==> src/rtl/wb_arb_pkg.sv <==
// rtl/wb_arb_pkg.sv - shared state type, sizing helpers and round-robin pick for the 2-master arbiter
package wb_arb_pkg;

  typedef enum logic [1:0] {IDLE, GRANT0, GRANT1, ABORT} arb_state_t;

  localparam int DEF_OUTST_W = 4;

  function automatic int outst_max(input int w);
    return (1 << w) - 1;
  endfunction

  localparam int OUTST_MAX = outst_max(DEF_OUTST_W);

  // On a tie the master that did not own the bus last time wins.
  function automatic arb_state_t next_grant(input logic req0, input logic req1, input logic last);
    if (req0 && req1) return last ? GRANT0 : GRANT1;
    if (req0)         return GRANT0;
    if (req1)         return GRANT1;
    return IDLE;
  endfunction

endpackage

==> src/rtl/wishbone_if.sv <==
// rtl/wishbone_if.sv - Wishbone B4 pipelined bus bundle with master/slave views
interface wishbone_if;
  logic [31:0] addr;
  logic [31:0] data_m;
  logic [31:0] data_s;
  logic        we;
  logic        cyc;
  logic        stb;
  logic        ack;
  logic        stall;
  logic        err;

  modport master (output addr, data_m, we, cyc, stb, input data_s, ack, stall, err);
  modport slave  (input addr, data_m, we, cyc, stb, output data_s, ack, stall, err);
endinterface

==> src/rtl/wb_arb_watchdog.sv <==
// rtl/wb_arb_watchdog.sv - outstanding-transfer counter and hung-slave timer for the owning master
module wb_arb_watchdog
  import wb_arb_pkg::*;
#(
  parameter int OUTST_W = DEF_OUTST_W,
  parameter int TIMEOUT = 256
) (
  input  logic clk_i,
  input  logic rst_i,
  input  logic active_i,
  input  logic accept_i,
  input  logic resp_i,
  input  logic clear_i,
  output logic outstanding_full_o,
  output logic timeout_o
);

  localparam logic [OUTST_W-1:0] MAX = OUTST_W'(outst_max(OUTST_W));
  localparam int TW = $clog2(TIMEOUT);
  localparam logic [TW-1:0] TLAST = TW'(TIMEOUT - 1);

  logic [OUTST_W-1:0] outst_q, outst_d;
  logic [TW-1:0]      timer_q, timer_d;
  logic               busy;

  assign busy = active_i && (outst_q != '0);

  always_comb begin
    outst_d = outst_q;
    timer_d = '0;
    if (clear_i) begin
      outst_d = '0;
    end else if (active_i) begin
      if (accept_i && !resp_i && outst_q != MAX)
        outst_d = outst_q + 1'b1;
      else if (!accept_i && resp_i && outst_q != '0)
        outst_d = outst_q - 1'b1;
      if (busy && !resp_i)
        timer_d = timer_q + 1'b1;
    end
  end

  always_ff @(posedge clk_i) begin
    if (rst_i) begin
      outst_q <= '0;
      timer_q <= '0;
    end else begin
      outst_q <= outst_d;
      timer_q <= timer_d;
    end
  end

  assign outstanding_full_o = (outst_q == MAX);
  assign timeout_o          = busy && !resp_i && (timer_q == TLAST);

endmodule

==> src/rtl/wb_arbiter_2m.sv <==
// rtl/wb_arbiter_2m.sv - two-master round-robin Wishbone arbiter with cyc lock and watchdog abort
module wb_arbiter_2m
  import wb_arb_pkg::*;
#(
  parameter int OUTST_W = DEF_OUTST_W,
  parameter int TIMEOUT = 256
) (
  input  logic        clk_i,
  input  logic        rst_i,
  wishbone_if.slave   m0,
  wishbone_if.slave   m1,
  wishbone_if.master  s
);

  arb_state_t  state_q;
  logic        last_q;

  logic        own_cyc, own_stb, own_we;
  logic [31:0] own_addr, own_data;
  logic        granted, release_w, s_stb_w, accept, resp;
  logic        outst_full, timeout;

  always_comb begin
    if (state_q == GRANT1) begin
      own_cyc  = m1.cyc;
      own_stb  = m1.stb;
      own_we   = m1.we;
      own_addr = m1.addr;
      own_data = m1.data_m;
    end else begin
      own_cyc  = m0.cyc;
      own_stb  = m0.stb;
      own_we   = m0.we;
      own_addr = m0.addr;
      own_data = m0.data_m;
    end
  end

  assign granted   = (state_q == GRANT0) || (state_q == GRANT1);
  assign release_w = granted && !own_cyc;
  assign s_stb_w   = granted && own_cyc && own_stb && !outst_full;
  assign accept    = s_stb_w && !s.stall;
  assign resp      = s.ack || s.err;

  wb_arb_watchdog #(
    .OUTST_W (OUTST_W),
    .TIMEOUT (TIMEOUT)
  ) u_watchdog (
    .clk_i              (clk_i),
    .rst_i              (rst_i),
    .active_i           (granted),
    .accept_i           (accept),
    .resp_i             (resp),
    .clear_i            (release_w || (state_q == ABORT)),
    .outstanding_full_o (outst_full),
    .timeout_o          (timeout)
  );

  // Release hands the bus straight to a waiting master; abort always passes through IDLE.
  always_ff @(posedge clk_i) begin
    if (rst_i) begin
      state_q <= IDLE;
      last_q  <= 1'b1;
    end else begin
      case (state_q)
        IDLE: state_q <= next_grant(m0.cyc, m1.cyc, last_q);
        GRANT0: begin
          if (!m0.cyc) begin
            last_q  <= 1'b0;
            state_q <= m1.cyc ? GRANT1 : IDLE;
          end else if (timeout) begin
            last_q  <= 1'b0;
            state_q <= ABORT;
          end
        end
        GRANT1: begin
          if (!m1.cyc) begin
            last_q  <= 1'b1;
            state_q <= m0.cyc ? GRANT0 : IDLE;
          end else if (timeout) begin
            last_q  <= 1'b1;
            state_q <= ABORT;
          end
        end
        default: state_q <= IDLE;
      endcase
    end
  end

  always_comb begin
    s.cyc     = granted && own_cyc;
    s.stb     = s_stb_w;
    s.we      = own_we;
    s.addr    = own_addr;
    s.data_m  = own_data;
    m0.data_s = s.data_s;
    m1.data_s = s.data_s;
    m0.stall  = 1'b1;
    m0.ack    = 1'b0;
    m0.err    = 1'b0;
    m1.stall  = 1'b1;
    m1.ack    = 1'b0;
    m1.err    = 1'b0;
    case (state_q)
      GRANT0: begin
        m0.stall = s.stall || outst_full;
        m0.ack   = s.ack;
        m0.err   = s.err;
      end
      GRANT1: begin
        m1.stall = s.stall || outst_full;
        m1.ack   = s.ack;
        m1.err   = s.err;
      end
      ABORT: begin
        if (last_q) m1.err = 1'b1;
        else        m0.err = 1'b1;
      end
      default: ;
    endcase
  end

endmodule
==> src/flat_wrapper.sv <==
// flat-port wrapper written by rule: the top's interface ports become plain ports
module wb_arbiter_2m_flat import wb_arb_pkg::*;
#(
  parameter int OUTST_W = DEF_OUTST_W,
  parameter int TIMEOUT = 256
)
  (clk_i, rst_i, m0_addr, m0_data_m, m0_we, m0_cyc, m0_stb, m0_data_s, m0_ack, m0_stall, m0_err, m1_addr, m1_data_m, m1_we, m1_cyc, m1_stb, m1_data_s, m1_ack, m1_stall, m1_err, s_addr, s_data_m, s_we, s_cyc, s_stb, s_data_s, s_ack, s_stall, s_err);
  wishbone_if m0_i ();
  wishbone_if m1_i ();
  wishbone_if s_i ();
  input  logic clk_i;
  input  logic rst_i;
  input wire logic [$bits(m0_i.addr)-1:0] m0_addr;
  input wire logic [$bits(m0_i.data_m)-1:0] m0_data_m;
  input wire logic [$bits(m0_i.we)-1:0] m0_we;
  input wire logic [$bits(m0_i.cyc)-1:0] m0_cyc;
  input wire logic [$bits(m0_i.stb)-1:0] m0_stb;
  output wire logic [$bits(m0_i.data_s)-1:0] m0_data_s;
  output wire logic [$bits(m0_i.ack)-1:0] m0_ack;
  output wire logic [$bits(m0_i.stall)-1:0] m0_stall;
  output wire logic [$bits(m0_i.err)-1:0] m0_err;
  input wire logic [$bits(m1_i.addr)-1:0] m1_addr;
  input wire logic [$bits(m1_i.data_m)-1:0] m1_data_m;
  input wire logic [$bits(m1_i.we)-1:0] m1_we;
  input wire logic [$bits(m1_i.cyc)-1:0] m1_cyc;
  input wire logic [$bits(m1_i.stb)-1:0] m1_stb;
  output wire logic [$bits(m1_i.data_s)-1:0] m1_data_s;
  output wire logic [$bits(m1_i.ack)-1:0] m1_ack;
  output wire logic [$bits(m1_i.stall)-1:0] m1_stall;
  output wire logic [$bits(m1_i.err)-1:0] m1_err;
  output wire logic [$bits(s_i.addr)-1:0] s_addr;
  output wire logic [$bits(s_i.data_m)-1:0] s_data_m;
  output wire logic [$bits(s_i.we)-1:0] s_we;
  output wire logic [$bits(s_i.cyc)-1:0] s_cyc;
  output wire logic [$bits(s_i.stb)-1:0] s_stb;
  input wire logic [$bits(s_i.data_s)-1:0] s_data_s;
  input wire logic [$bits(s_i.ack)-1:0] s_ack;
  input wire logic [$bits(s_i.stall)-1:0] s_stall;
  input wire logic [$bits(s_i.err)-1:0] s_err;
  assign m0_i.addr = m0_addr;
  assign m0_i.data_m = m0_data_m;
  assign m0_i.we = m0_we;
  assign m0_i.cyc = m0_cyc;
  assign m0_i.stb = m0_stb;
  assign m0_data_s = m0_i.data_s;
  assign m0_ack = m0_i.ack;
  assign m0_stall = m0_i.stall;
  assign m0_err = m0_i.err;
  assign m1_i.addr = m1_addr;
  assign m1_i.data_m = m1_data_m;
  assign m1_i.we = m1_we;
  assign m1_i.cyc = m1_cyc;
  assign m1_i.stb = m1_stb;
  assign m1_data_s = m1_i.data_s;
  assign m1_ack = m1_i.ack;
  assign m1_stall = m1_i.stall;
  assign m1_err = m1_i.err;
  assign s_addr = s_i.addr;
  assign s_data_m = s_i.data_m;
  assign s_we = s_i.we;
  assign s_cyc = s_i.cyc;
  assign s_stb = s_i.stb;
  assign s_i.data_s = s_data_s;
  assign s_i.ack = s_ack;
  assign s_i.stall = s_stall;
  assign s_i.err = s_err;
  wb_arbiter_2m #(.OUTST_W(OUTST_W), .TIMEOUT(TIMEOUT)) u_core (.clk_i(clk_i), .rst_i(rst_i), .m0(m0_i), .m1(m1_i), .s(s_i));
endmodule
==> config.mk <==
export PLATFORM = sky130hd
export DESIGN_NAME = wb_arbiter_2m_flat
export DESIGN_NICKNAME = d
export VERILOG_FILES = /design/src/rtl/wb_arb_pkg.sv /design/src/rtl/wishbone_if.sv /design/src/rtl/wb_arb_watchdog.sv /design/src/rtl/wb_arbiter_2m.sv /design/src/flat_wrapper.sv
export SDC_FILE = /design/constraint.sdc
export NUM_CORES = 1
export LEC_CHECK = 0
export ABC_AREA = 1
export BUFFER_PORTS_ARGS = -buffer_cell sky130_fd_sc_hd__buf_2
export CAP_MARGIN = 20
export CORE_AREA = 5 5 117 119
export DETAILED_ROUTE_END_ITERATION = 16
export DIE_AREA = 0 0 122 124
export PLACE_DENSITY = 0.54
export SLEW_MARGIN = 20
export SYNTH_ARGS = -nofsm -noshare
export SYNTH_HDL_FRONTEND = slang
export SYNTH_SLANG_ARGS = --single-unit
==> constraint.sdc <==
create_clock -name clk_i -period 3.1 [get_ports clk_i]
set_input_delay 0 -clock clk_i [delete_from_list [all_inputs] [get_ports clk_i]]
set_output_delay 0 -clock clk_i [all_outputs]
set_load 0.005 [all_outputs]
Word level (Yosys, flattened, before mapping) --
Cells that the tools add are included.
Word-level totals: logic and storage cells 92, bits of input ports 171, bits in registers 15, output and inout bits 137
Cells by class: muxes and demuxes 45, $add $sub $neg 3, reduce and logical (&&, ||, !) cells 30, equality and inequality tests 8, bitwise operators 2
Operators with widths (count):
- $mux 32 | 2
- $mux 1 | 26
- $mux 2 | 11
- $logic_and 1x1->1 | 13
- $add 8x1->8 const B | 1
- $eq 8x8->1 const B | 1
- $mux 4 | 2
- $ne 3x2->1 const B | 2
- $pmux 1 s2 | 3
- $pmux 2 s3 | 1
- $logic_not 1->1 | 5
- $add 4x1->4 const B | 1
- $eq 2x2->1 const B | 2
- $eq 4x4->1 const B | 1
- $logic_or 1x1->1 | 4
- $ne 4x4->1 const B | 1
- $reduce_bool 2->1 | 2
- $reduce_bool 4->1 | 1
- $reduce_or 4->1 | 1
- $sub 4x1->4 const B | 1
- $reduce_and 3->1 | 1
- $eq 2x1->1 const B | 1
- $logic_not 2->1 | 1
- $not 1->1 | 2
- other kinds (2) | 2

Longest topological paths before layout --
depth in word-level cells 15, depth in mapped cells 19, depth with buffers taken out 19

By module --
Synthesis repeated with hierarchy kept, for this count alone.
Unflattened totals: cell total of the unflattened synthesis 443, area, all modules 2391.0 sq um
Modules (own cells, without submodules):
- wb_arbiter_2m | cells each 347, area each 1696.6 sq um, instances 1, seq. area each 60.1 sq um
- wb_arb_watchdog | cells each 96, area each 694.4 sq um, instances 1, seq. area each 240.2 sq um

Least setup slack after synthesis --
Ideal clock, no wire load.
kind register to register, start point register u_core.state_q[1], end point register u_core.u_watchdog.outst_q[3], library setup time 115 ps, path buffers 0, clock period less this slack 2238 ps, setup slack 862 ps, data arrival time 2123 ps, data required time 2985 ps, cell stages (with the launch flop) 15, path through dfxtp_1 > inv_1 > ha_1 > nand3_2 > nor2_4 > nand3_4 > ha_1 > nand2_1 > nand2_1 > nor2_1 > nand4_1 > nand2_1 > inv_1 > a21oi_1 > nor2_1
On the way: longest elaborated chain between the ends 11, elaborated cells on any way between the ends 22, those cells by class 3 x eq/ne; 3 x mux; 16 x reduce/logical
RTL lines:
- start: declaration | line wb_arbiter_2m.sv:15 | arb_state_t state_q;
- start signal: assignment | line wb_arbiter_2m.sv:66 | IDLE: state_q <= next_grant(m0.cyc, m1.cyc, last_q);
- start signal: assignment | line wb_arbiter_2m.sv:70 | state_q <= m1.cyc ? GRANT1 : IDLE;
- start signal: assignment | line wb_arbiter_2m.sv:79 | state_q <= m0.cyc ? GRANT0 : IDLE;
- $eq 2x2->1 or $eq 2x1->1 (tied branches) | line wb_arbiter_2m.sv:24, wb_arbiter_2m.sv:39
- $mux 1 or $logic_or 1x1->1 (tied branches) | line wb_arbiter_2m.sv:24, wb_arbiter_2m.sv:39
- $logic_and 1x1->1 | line wb_arbiter_2m.sv:41 | assign s_stb_w = granted && own_cyc && own_stb && !outst_full;
- $logic_and 1x1->1 * (2 in a row) | line wb_arbiter_2m.sv:41
- via s_stb | line flat_wrapper.sv:35 | output wire logic [$bits(s_i.stb)-1:0] s_stb;
- $logic_and 1x1->1 * | line wb_arbiter_2m.sv:42 | assign accept = s_stb_w && !s.stall;
- $logic_not 1->1 | line wb_arb_watchdog.sv:36 | else if (!accept_i && resp_i && outst_q != '0)
- $logic_and 1x1->1 (2 in a row) | line wb_arb_watchdog.sv:36
- $reduce_bool 2->1 (no line)
- $reduce_and 2->1 (no line)
- end signal: assignment | line wb_arb_watchdog.sv:48 | outst_q <= outst_d;
- end: declaration | line wb_arb_watchdog.sv:22 | logic [OUTST_W-1:0] outst_q, outst_d;
The timed path passes the listed nets; every way through them passes the cells marked *. A chain may end at the register's enable or synchronous reset.

Worst setup path after layout --
start point register u_core.state_q[0], end point register u_core.u_watchdog.outst_q[3]
On the way: longest elaborated chain between the ends 11, elaborated cells on any way between the ends 22, those cells by class 3 x eq/ne; 3 x mux; 16 x reduce/logical
RTL lines (line):
- $eq 2x2->1 or $eq 2x1->1 (tied branches) | wb_arbiter_2m.sv:24, wb_arbiter_2m.sv:39
- $mux 1 or $logic_or 1x1->1 (tied branches) | wb_arbiter_2m.sv:24, wb_arbiter_2m.sv:39
- $logic_and 1x1->1 (3 in a row) | wb_arbiter_2m.sv:41
- $logic_and 1x1->1 | wb_arbiter_2m.sv:42
- $logic_not 1->1 | wb_arb_watchdog.sv:36
- $logic_and 1x1->1 (2 in a row) | wb_arb_watchdog.sv:36
- $reduce_bool 2->1 (no line)
- $reduce_and 2->1 (no line)
Parallel ways exist; a longest one is shown, timed or not.

==> key figures <==
STA
  • Crit share post-route: 79.6%
  • Clock skew: 0.00216 ns
  • Final setup viols: 0
  • Minimum clock period: 2.47 ns
  • Pins Over Slew Limit: 0
  • Fin Setup TNS: 0 ns
  • Endpoints failing hold: 0
  • RSZ-0062 raised after global routing: no
  • Worst-Margin Slew: 0.669 ns
  • Slew HR: 55.4%
  • Final hold slack: 0.00000269 ns
  • FMAX: 0.405 GHz

Yosys
  • YS warnings: 0
  • Syn avg cell area: 5.39 sq um
  • Cell area after synthesis: 2310 sq um
  • Async set-reset flop share out of synthesis: 0%
  • Most used DFF post-synth: dfxtp_1
  • Number of synthesized flops with an enable pin: 0
  • Synth unique cells: 29
  • Seq/Total Area, Yosys: 13.0%
  • Cells after Synth: 429
  • Seq cells post-synth: 15
  • Syn_nets: 609

Clocking
  • Max Buffers Root-to-Sink: 2
  • Post-CTS Setup Bufs: 0
  • Clock buffer count from CTS: 3
  • CTS clk-pin slew, worst paths: 0.05 ns
  • H-Tree Depth: 1
  • Worst skew pair latency: 0.24 ns
  • CTS root buf: clkbuf_16
  • Clock sinks: 15
  • CTS tree: done

Setup path
  • Critical-path top delay cell: ha_1
  • Reg2Reg Depth: 14
  • CP Launch Point: u_core.state_q[0]$_SDFF_PP0_
  • Reg2Reg Setup Slack: 0.63 ns
  • Largest stage delay, worst path: 0.42 ns
  • Most frequent CP cell: nand2_1
  • CP Max Fanout: 6
  • Crit path required time: 3.24 ns
  • Crit path kind: register to register
  • Worst r2r dst: u_core.u_watchdog.outst_q[3]$_SDFFE_PP0P_
  • Startpoint types: register
  • Worst setup EP type: register
  • Critical path, cell by cell: inv_1, ha_1, nand3_2, nor2_4, nand3_4, ha_1, nand2_1, nand2_1, nor2_1, nand4_1, nand2_1, inv_1, a21oi_1, nor2_1
  • Critical path arrival: 2.61 ns
  • Reg2reg start: u_core.state_q[0]$_SDFF_PP0_

Final layout
  • Post-route cell area: 3160 sq um
  • Area growth from synthesis to layout: 36.8%
  • Non-Filler Instances: 741
  • Multi-input logic area: 1370 sq um
  • Fillers: 1484
  • Antenna diode count: 0
  • Final nets: 750
  • Share of cells above drive strength 1: 40.8%
  • Sequential cell area: 300 sq um

Hold path
  • Worst hold path type: input pin to output port
  • Hold depth: 0
  • Hold_sp: s_data_s[20]
  • Worst Hold End: m1_data_s[20]

Job
  • Max-cap violations: 0

Run status
  • Status: finished, final reports clean

Detailed routing
  • Detailed-route DRC error count: 0
  • DR vias: 2763
  • WL/cell: 13.1 um
  • TritonRoute pass-1 iters: 4
  • Post-DRT Antenna Nets: 0
  • Starting DRT DRC Count: 82
  • WL final: 9710 um
  • Via density: 3.73

Floorplan
  • Horiz. Die Dim: 122 um
  • IO Pins: 308
  • DIE AREA: 15100 sq um
  • Initial Utilization: 18.5%
  • Die height: 124 um
  • Number of core rows: 41
  • Core area: 12500 sq um

Global routing
  • Total grt overflow: 0
  • Largest net degree at the start of global routing: 68
  • Gr usage total: 11.0%
  • Initial antenna violation count: 1
  • First-pass GRT wire length: 13300 um
  • Vias in the first global route: 2537

Place
  • Placed Area: 3070 sq um
  • Cells after DPL: 736
  • Placer Congestion: 0.816
  • I/O Buffers: 211
  • Final HPWL DP: 8470 um

Pwr
  • LEAKAGE: 0.00195 uW
  • Power density cells: 294 nW/um^2
  • VDD IR-drop max: 0.127 mV
==> worst max path at each step <==
stage / endpoint / slack [ns] / depth (start not counted)
CTS: u_core.u_watchdog.outst_q[3]$_SDFFE_PP0P_ / 0.61 / 14
global placement: u_core.u_watchdog.outst_q[3]$_SDFFE_PP0P_ / 0.69 / 14
global route: u_core.u_watchdog.outst_q[3]$_SDFFE_PP0P_ / 0.30 / 14
floorplan: u_core.u_watchdog.outst_q[3]$_SDFFE_PP0P_ / 0.86 / 14
finish: u_core.u_watchdog.outst_q[3]$_SDFFE_PP0P_ / 0.63 / 14
detailed placement: u_core.u_watchdog.outst_q[3]$_SDFFE_PP0P_ / 0.64 / 14
==> layout make-up <==
type / count / area share, %
Tap cell: 172 / 6.81
Multi-Input combinational cell: 307 / 43.3
Clock buffer: 3 / 2.37
Clock inverter: 1 / 0.237
Sequential cell: 15 / 9.50
Timing Repair Buffer: 215 / 34.4
Inverter: 28 / 3.32
==> kinds of logic after synthesis <==
group / synth area share (%)
xor gates and xnor gates: 1.52
buffers and inverters: 27.8
DFF: 13.0
and+or+nand+nor: 46.7
adders and majority gates: 5.20
AOI/OAI and AO/OA: 5.74
==> state kept, by name (all words and copies together), names as in the netlist <==
signal,flops
u_core.state_q,2
u_core.last_q,1
u_core.u_watchdog.timer_q,8
u_core.u_watchdog.outst_q,4
==> Yosys cell counts, drive strengths merged (2+ instances only) <==
master	n	share of area [%]
nor3	2	0.43
inv	28	4.5
nand3	6	2.1
a21oi	11	2.5
ha	8	4.3
o21ai	8	1.7
xor2	3	1.1
nand4	2	0.54
clkbuf	9	1.5
buf	70	22
dfxtp	15	13
nor2	23	4.1
nand2	237	39
==> metrics by stage <==
step           worst slack [ns]  util [%]  total power [uW]
4_1_cts                   0.614      25.4               950
3_5_place_dp              0.636      24.6               688
5_1_grt                   0.298      25.4              1010
3_3_place_gp              0.694      24.6               688
6_report                  0.632      25.4               929
2_1_floorplan             0.862         -               499
==> where the power goes <==
group,switching (uW),internal [uW],leakage (uW),total (uW)
clock,81.5,174,0.0000371,255
combinational,255,212,0.00179,467
sequential,7.55,200,0.000121,207
total,344,585,0.00195,929
==> placed cells by master (no fill, tap or decap), drive strengths merged, types with 2 or more instances in the layout <==
cell / Yosys / routed
nor2: 23 / 23
a21oi: 11 / 11
xor2: 3 / 3
buf: 70 / 214
nand3: 6 / 6
nor3: 2 / 2
nand2: 237 / 237
inv: 28 / 28
ha: 8 / 8
dfxtp: 15 / 15
nand4: 2 / 2
o21ai: 8 / 8
clkbuf: 9 / 3
==> critical path: cells and delay by family (launching register included) <==
family / cells / cell delay (ns)
and+or+nand+nor: 9 / 0.94
adders and majority gates: 2 / 0.77
DFF: 1 / 0.36
buffers and inverters: 2 / 0.15
AOI/OAI and AO/OA: 1 / 0.14
==> metal layers <==
metal / routed length (um) / track usage [%]
met5: 13 / 0
met4: 104 / 2.24
met3: 1310 / 5.40
met2: 4510 / 18.1
met1: 3780 / 13.1
==> what timing repair did <==
item                       CTS  global route
hold buffers                 1             0
hold endpoints to repair     1             0
gates resized for setup      0             0
setup endpoints to repair    0             0
Note: power is estimated with default switching activity, not from simulation.
